**src/rtl/fb_cmd_pkg.sv**
```systemverilog
// Shared definitions for the frame command stream.
// The command encoding is also used by the pattern generators that produce the stream.
// The consumer FSM state type and the skid FIFO depth rule live here as well.
package fb_cmd_pkg;

    typedef enum logic [1:0] {
        FB_CMD_NONE        = 2'd0,
        FB_CMD_FRAME_START = 2'd1,
        FB_CMD_ROW_START   = 2'd2,
        FB_CMD_FRAME_END   = 2'd3
    } fb_cmd_t;

    typedef enum logic [2:0] {
        ST_IDLE,
        ST_ACCEPT,
        ST_WAIT_ROW,
        ST_FETCH_ROW,
        ST_DRAIN_ROW,
        ST_FRAME_END
    } fcc_state_t;

    // The FIFO must absorb every read already in flight plus one word per cycle of
    // write-port stall, so it is sized from the read latency.
    function automatic int fcc_fifo_depth(input int read_latency);
        return read_latency + 2;
    endfunction

endpackage

```
**src/rtl/row_skid_fifo.sv**
```systemverilog
// Register-based skid FIFO between the line-buffer read pipeline and the
// framebuffer write port.
// Ports:
//   clk, reset_n   clock, asynchronous active-low reset (pointers/count only)
//   push_i         write push_data_i (ignored when full and not popping)
//   push_data_i    word to store
//   pop_i          remove head word (ignored when empty)
//   head_o         oldest stored word
//   count_o        number of stored words
//   empty_o        count_o == 0
module row_skid_fifo #(
    parameter int WIDTH = 32,
    parameter int DEPTH = 5,
    localparam int CW = $clog2(DEPTH + 1),
    localparam int PW = (DEPTH > 1) ? $clog2(DEPTH) : 1
) (
    input  logic             clk,
    input  logic             reset_n,
    input  logic             push_i,
    input  logic [WIDTH-1:0] push_data_i,
    input  logic             pop_i,
    output logic [WIDTH-1:0] head_o,
    output logic [CW-1:0]    count_o,
    output logic             empty_o
);

    logic [WIDTH-1:0] mem_q [DEPTH];
    logic [PW-1:0]    rd_ptr_q;
    logic [PW-1:0]    wr_ptr_q;
    logic [CW-1:0]    count_q;
    logic             do_pop;
    logic             do_push;

    function automatic logic [PW-1:0] ptr_inc(input logic [PW-1:0] p);
        return (p == PW'(DEPTH - 1)) ? '0 : p + PW'(1);
    endfunction

    assign do_pop  = pop_i && (count_q != '0);
    // A full FIFO still takes a push when the head leaves in the same cycle.
    assign do_push = push_i && ((count_q != CW'(DEPTH)) || do_pop);

    always_ff @(posedge clk or negedge reset_n) begin
        if (!reset_n) begin
            rd_ptr_q <= '0;
            wr_ptr_q <= '0;
            count_q  <= '0;
        end else begin
            if (do_push) wr_ptr_q <= ptr_inc(wr_ptr_q);
            if (do_pop)  rd_ptr_q <= ptr_inc(rd_ptr_q);
            if (do_push && !do_pop)      count_q <= count_q + CW'(1);
            else if (!do_push && do_pop) count_q <= count_q - CW'(1);
        end
    end

    always_ff @(posedge clk) begin
        if (do_push) mem_q[wr_ptr_q] <= push_data_i;
    end

    assign head_o  = mem_q[rd_ptr_q];
    assign count_o = count_q;
    assign empty_o = (count_q == '0);

endmodule

```
**src/rtl/frame_command_consumer.sv**
```systemverilog
// Memory-clock-side consumer of the frame command stream. Accepts FRAME_START /
// ROW_START / FRAME_END commands, fetches each row word-by-word from the producer's
// line buffer (fixed read latency) and streams the words to the SDRAM framebuffer
// write port as a linear, row-major sequence under valid/ready backpressure.
// Ports:
//   clk, reset_n        memory clock, asynchronous active-low reset
//   command_data_valid  producer has a command pending
//   command_data        fb_cmd_t encoded command
//   mem_controller_rdy  one-cycle accept pulse; command_data sampled on that edge
//   mem_addr            line-buffer word address
//   pixel_data          line-buffer word, READ_LATENCY cycles after mem_addr
//   fb_wr_valid/ready   write beat handshake
//   fb_wr_addr/data     beat word address and data
//   frame_done          one-cycle pulse once a frame is closed and fully written
//   protocol_error      sticky command-sequence error flag
module frame_command_consumer
    import fb_cmd_pkg::*;
#(
    parameter int                    FRAME_WIDTH  = 640,
    parameter int                    FRAME_HEIGHT = 480,
    parameter int                    READ_LATENCY = 3,
    parameter int                    ADDR_WIDTH   = 21,
    parameter logic [ADDR_WIDTH-1:0] FB_BASE      = '0,
    localparam int WORDS = FRAME_WIDTH / 2,
    localparam int MAW   = (WORDS > 1) ? $clog2(WORDS) : 1
) (
    input  logic                  clk,
    input  logic                  reset_n,
    input  logic                  command_data_valid,
    input  logic [1:0]            command_data,
    output logic                  mem_controller_rdy,
    output logic [MAW-1:0]        mem_addr,
    input  logic [31:0]           pixel_data,
    output logic                  fb_wr_valid,
    input  logic                  fb_wr_ready,
    output logic [ADDR_WIDTH-1:0] fb_wr_addr,
    output logic [31:0]           fb_wr_data,
    output logic                  frame_done,
    output logic                  protocol_error
);

    localparam int DEPTH = fcc_fifo_depth(READ_LATENCY);
    localparam int CW    = $clog2(DEPTH + 1);
    localparam int RW    = $clog2(FRAME_HEIGHT + 1);

    fcc_state_t              state_q, state_d;
    logic                    in_frame_q, in_frame_d;
    logic [RW-1:0]           row_q, row_d;
    logic [MAW-1:0]          issue_q, issue_d;
    logic [ADDR_WIDTH-1:0]   wr_addr_q, wr_addr_d;
    logic                    err_q, err_d;
    logic [READ_LATENCY-1:0] tag_q;
    logic [CW-1:0]           inflight_q, inflight_d;
    logic [CW-1:0]           fifo_count;
    logic                    fifo_empty;
    logic [31:0]             fifo_head;
    logic                    fifo_push;
    logic                    fifo_pop;
    logic                    credit;
    logic                    fire;
    fb_cmd_t                 cmd;

    assign cmd = fb_cmd_t'(command_data);

    // Every issued read owns a FIFO slot from issue until it is written out.
    assign credit    = ({1'b0, inflight_q} + {1'b0, fifo_count}) < (CW + 1)'(DEPTH);
    assign fire      = (state_q == ST_FETCH_ROW) && credit;
    assign fifo_push = tag_q[READ_LATENCY-1];
    assign fifo_pop  = fb_wr_valid && fb_wr_ready;

    always_comb begin
        inflight_d = inflight_q;
        if (fire && !fifo_push)      inflight_d = inflight_q + CW'(1);
        else if (!fire && fifo_push) inflight_d = inflight_q - CW'(1);
    end

    always_comb begin
        state_d    = state_q;
        in_frame_d = in_frame_q;
        row_d      = row_q;
        issue_d    = issue_q;
        err_d      = err_q;
        wr_addr_d  = wr_addr_q;
        if (fifo_pop) wr_addr_d = wr_addr_q + ADDR_WIDTH'(1);

        case (state_q)
            ST_IDLE: begin
                if (command_data_valid) begin
                    in_frame_d = 1'b0;
                    state_d    = ST_ACCEPT;
                end
            end
            ST_WAIT_ROW: begin
                if (command_data_valid) begin
                    in_frame_d = 1'b1;
                    state_d    = ST_ACCEPT;
                end
            end
            // The accept pulse is high in this state; the command is decoded on the
            // same edge that the producer sees it taken.
            ST_ACCEPT: begin
                if (!in_frame_q) begin
                    if (cmd == FB_CMD_FRAME_START) begin
                        row_d     = '0;
                        wr_addr_d = FB_BASE;
                        state_d   = ST_WAIT_ROW;
                    end else begin
                        err_d   = 1'b1;
                        state_d = ST_IDLE;
                    end
                end else begin
                    case (cmd)
                        FB_CMD_ROW_START: begin
                            if (row_q < RW'(FRAME_HEIGHT)) begin
                                issue_d = '0;
                                state_d = ST_FETCH_ROW;
                            end else begin
                                err_d   = 1'b1;
                                state_d = ST_WAIT_ROW;
                            end
                        end
                        FB_CMD_FRAME_END: begin
                            if (row_q != RW'(FRAME_HEIGHT)) err_d = 1'b1;
                            state_d = ST_FRAME_END;
                        end
                        FB_CMD_FRAME_START: begin
                            err_d     = 1'b1;
                            row_d     = '0;
                            wr_addr_d = FB_BASE;
                            state_d   = ST_WAIT_ROW;
                        end
                        default: begin
                            err_d   = 1'b1;
                            state_d = ST_WAIT_ROW;
                        end
                    endcase
                end
            end
            ST_FETCH_ROW: begin
                if (fire) begin
                    if (issue_q == MAW'(WORDS - 1)) begin
                        issue_d = '0;
                        state_d = ST_DRAIN_ROW;
                    end else begin
                        issue_d = issue_q + MAW'(1);
                    end
                end
            end
            ST_DRAIN_ROW: begin
                if ((inflight_q == '0) && fifo_empty) begin
                    row_d   = row_q + RW'(1);
                    state_d = ST_WAIT_ROW;
                end
            end
            ST_FRAME_END: begin
                if (fifo_empty) state_d = ST_IDLE;
            end
            default: state_d = ST_IDLE;
        endcase
    end

    always_ff @(posedge clk or negedge reset_n) begin
        if (!reset_n) begin
            state_q    <= ST_IDLE;
            in_frame_q <= 1'b0;
            row_q      <= '0;
            issue_q    <= '0;
            wr_addr_q  <= FB_BASE;
            err_q      <= 1'b0;
            tag_q      <= '0;
            inflight_q <= '0;
        end else begin
            state_q    <= state_d;
            in_frame_q <= in_frame_d;
            row_q      <= row_d;
            issue_q    <= issue_d;
            wr_addr_q  <= wr_addr_d;
            err_q      <= err_d;
            inflight_q <= inflight_d;
            // Tag bit i marks that the read issued i+1 cycles ago is valid.
            tag_q[0]   <= fire;
            for (int i = 1; i < READ_LATENCY; i++) tag_q[i] <= tag_q[i-1];
        end
    end

    row_skid_fifo #(
        .WIDTH (32),
        .DEPTH (DEPTH)
    ) u_fifo (
        .clk         (clk),
        .reset_n     (reset_n),
        .push_i      (fifo_push),
        .push_data_i (pixel_data),
        .pop_i       (fifo_pop),
        .head_o      (fifo_head),
        .count_o     (fifo_count),
        .empty_o     (fifo_empty)
    );

    assign mem_controller_rdy = (state_q == ST_ACCEPT);
    assign mem_addr           = issue_q;
    assign fb_wr_valid        = !fifo_empty;
    assign fb_wr_addr         = wr_addr_q;
    // FIFO storage is not reset, so the data bus is forced to zero when nothing is valid.
    assign fb_wr_data         = fifo_empty ? 32'd0 : fifo_head;
    assign frame_done         = (state_q == ST_FRAME_END) && fifo_empty;
    assign protocol_error     = err_q;

endmodule

```
**config.mk**
```make
export PLATFORM = sky130hd
export DESIGN_NAME = frame_command_consumer
export DESIGN_NICKNAME = d
export VERILOG_FILES = /design/src/rtl/fb_cmd_pkg.sv /design/src/rtl/row_skid_fifo.sv /design/src/rtl/frame_command_consumer.sv
export SDC_FILE = /design/constraint.sdc
export NUM_CORES = 1
export LEC_CHECK = 0
export CORE_ASPECT_RATIO = 2
export CORE_MARGIN = 2
export CORE_UTILIZATION = 60
export DETAILED_ROUTE_END_ITERATION = 8
export DONT_BUFFER_PORTS = 1
export PLACE_DENSITY = 0.78
export SLEW_MARGIN = 20
export SYNTH_ARGS = -nofsm -noshare
export SYNTH_HDL_FRONTEND = slang
export SYNTH_SLANG_ARGS = --single-unit
```
**constraint.sdc**
```tcl
create_clock -name clk -period 10.5 [get_ports clk]
set_input_delay 1.05 -clock clk [delete_from_list [all_inputs] [get_ports clk]]
set_output_delay 1.05 -clock clk [all_outputs]
set_load 0.03 [all_outputs]
```
==> results.yml <==
timing:
  timing.setup.tns_ns: 0
  worst_clock_skew_ns: 0.0101
  layout_worst_path_cycle_share_pct: 33.8
  period_minus_slack_ns: 3.55
  worst_slack_ns: 6.95
  grt_setup_unrepaired: "false"
  worst_pin_slew_ns: 1.14
  timing.slew.headroom_pct: 23.1
  count_of_endpoints_failing_setup_in_the_final_report: 0
  hold_ws_ns: 0.255
  hold_violations: 0
  achievable-frequency_ghz: 0.282
  timing_max_transition_violations_final: 0
clock_tree:
  cts_resized: 0
  cts.root.buffer_cell: "sky130_fd_sc_hd__clkbuf_16"
  clock_tree.buffer_depth: 3
  clock_tree_from_tritoncts: "built"
  holdBufCountCts: 0
  post_cts.repair.setup_buffers: 0
  clk_pin_slew_worst_paths_ns: 0.07
  cts_htree_levels: 1
  clk_latency_ns: 0.49
  tritoncts.num_buffers: 20
  cts_sinks: 219
detailed_routing:
  vias_per_cell: 6.10
  dr.pass1.iters: 5
  total_vias_in_the_final_route: 5035
  wl_mm: 17.7
  route.detailed.drc: 0
  drt-initial-drc-count: 177
  avg_wl_per_cell_um: 21.4
  ant_nets: 0
setup_path:
  worst_setup_path_start_kind: "flip-flop"
  crit_path_cell_trace: "ha_1, fa_1, or2_2, a221oi_1, nand2_1, inv_1, ha_1, inv_1, fa_1, xor2_1, nor2_1, xor2_1"
  cpPeakStageDelay_ns: 0.72
  critical_path_class: "flip-flop to flip-flop"
  critical_path_peak_fanout: 7
  worst_setup_path_end_kind: "flip-flop"
  worst-endpoint-required_ns: 10.91
  arrival_ns: 3.96
  critical-path-slowest-cell: "sky130_fd_sc_hd__a221oi_1"
floorplan:
  starting_density_pct: 60.8
  floorplan.die_area_sq_um: 16500
  die_w_um: 91.8
  core_area_sq_um: 15200
  die_h_um: 180
  design.portCount: 104
  rows: 64
global_route:
  antenna_found_initial: 0
  pin_count_of_the_biggest_net_entering_global_routing: 60
  first_pass_grt_wire_length_mm: 28.1
  via_count_of_the_first_global_routing_pass: 5572
  all_layer_gr_usage_pct: 21.8
  overflow: 0
layout:
  drive_gt1_share_pct: 15.0
  layout_utilization_pct: 66.6
  layout_commonest_cell: "sky130_fd_sc_hd__edfxtp_1"
  area.growth.synth_to_final_pct: 9.68
  postLayoutCellArea_sq_um: 10100
  final_cells: 825
  fin_nets: 668
  mostFrequentLayoutCells: "sky130_fd_sc_hd__edfxtp_1, sky130_fd_sc_hd__nor2_1, sky130_fd_sc_hd__dfrtp_1, sky130_fd_sc_hd__mux4_2, sky130_fd_sc_hd__mux2i_1"
  diodes: 0
  num-fill-cells: 1050
job:
  drv_cap: 0
synthesis:
  netlist_top_cells_area: "sky130_fd_sc_hd__edfxtp_1, sky130_fd_sc_hd__dfrtp_1, sky130_fd_sc_hd__mux4_2"
  post-synth-top-area-fraction_pct: 52.0
  syn_nets: 662
  synth_cells: 608
  flop_and_latch_count_out_of_synthesis: 219
  synth_top_cell_by_area: "sky130_fd_sc_hd__edfxtp_1"
  postSynth.topFlopCell: "sky130_fd_sc_hd__edfxtp_1"
  synth_area_per_cell_sq_um: 15.2
  synth.cell_area_sq_um: 9250
  synth-edff-count: 160
  yosysSeqAreaShare_pct: 67.9
  yosys_warnings: 0
  synth.distinct_cells: 48
  synthArstFlopShare_pct: 26.9
hold_path:
  min_path_type: "input port to async pin"
outcome:
  outcome: "finished clean"
placement:
  gp_congestion: 0.789
  placement.io_buffers: 0
  placed_cell_area_sq_um: 9490
  place.detailed.instances: 790
  dpl_worst_slack_ns: 6.99
  place_hpwl_mm: 10.9
power:
  power-per-cell-area_nw_per_um2: 272
  worst_ir_drop_vdd_uv: 175
  power.total_mw: 2.76
  p_leak_nw: 3.60
## metal layers
metal,up-vias,global-route usage (%),wire length (um)
met5,-,0,0
met4,0,8.48,371
met2,137,41.3,10300
li1,2290,-,-
met3,29,3.90,900
met1,2579,23.4,6140
## registers in the layout, summed over array words and instances (netlist names), 3 cells and up
signal	count
u_fifo.wr_ptr_q	3
u_fifo.rd_ptr_q	3
u_fifo.mem_q	160
inflight_q	3
fb_wr_addr	21
row_q	9
mem_addr	9
u_fifo.count_o	3
tag_q	3
state_q	3
## area by class of cell
type | instances | area [sq um] | share of cell area [%]
inverters | 22 | 82.6 | 0.814
flip-flops and latches | 219 | 6280 | 62.0
clock buffers | 22 | 529 | 5.22
multi-input cells | 343 | 2820 | 27.8
well taps | 198 | 248 | 2.44
clock inverters | 13 | 116 | 1.15
repair buffers | 8 | 60.1 | 0.592
## power by group
part / switching, mW / total, mW / internal (mW)
clock network: 0.300 / 0.713 / 0.413
registers: 0.215 / 1.24 / 1.03
logic: 0.509 / 0.804 / 0.295
## worst max-delay path: cells and delay by family, from the launching register on
family / cells / cell delay (ns)
compound gates: 1 / 0.72
xor+xnor: 2 / 0.31
fa+ha+maj: 4 / 1.24
buf+inv: 2 / 0.18
flops: 1 / 0.47
simple gates: 3 / 0.55
## path summary, 6_finish.rpt
path,end,slack (ns),depth (start not counted),from
setup / recovery,inflight_q[2],6.95,12,u_fifo.count_o[0]
max in group asynchronous,u_fifo.rd_ptr_q[2],10.12,0,reset_n
hold reg to reg,tag_q[2],0.36,0,tag_q[1]
setup reg to reg,inflight_q[2],6.95,12,u_fifo.count_o[0]
hold / removal,state_q[2],0.25,0,reset_n
min in group clk,tag_q[2],0.36,0,tag_q[1]
## synthesized netlist by cell type (all sizes together) (2+ instances only)
cell,number
dfrtp,59
nor4,7
a21oi,9
inv,22
mux2,5
xor2,18
buf,8
edfxtp,160
o21ai,26
nand2,28
nor4b,2
or4,2
nor2,73
mux2i,32
nand3,10
and3,10
xnor2,13
nand4,11
fa,3
nand3b,2
mux4,32
nand2b,4
nor2b,4
ha,13
o31ai,11
nor3,7
a22oi,2
or3,5
and4,2
clkbuf,16
## cells by family (layout without fill, tap and decap cells)
kind of cell	count (synthesis)	after routing	share of synthesized area [%]
XOR/XNOR	31	31	2.94
multiplexers	69	69	11.9
AO/OA/AOI/OAI	55	55	3.57
adder cells (fa/ha/maj)	16	16	2.41
AND/OR/NAND/NOR	172	172	9.24
flip-flops	219	219	67.9
buffers and inverters	46	65	2.03
Note: power is estimated with default switching activity, not from simulation.
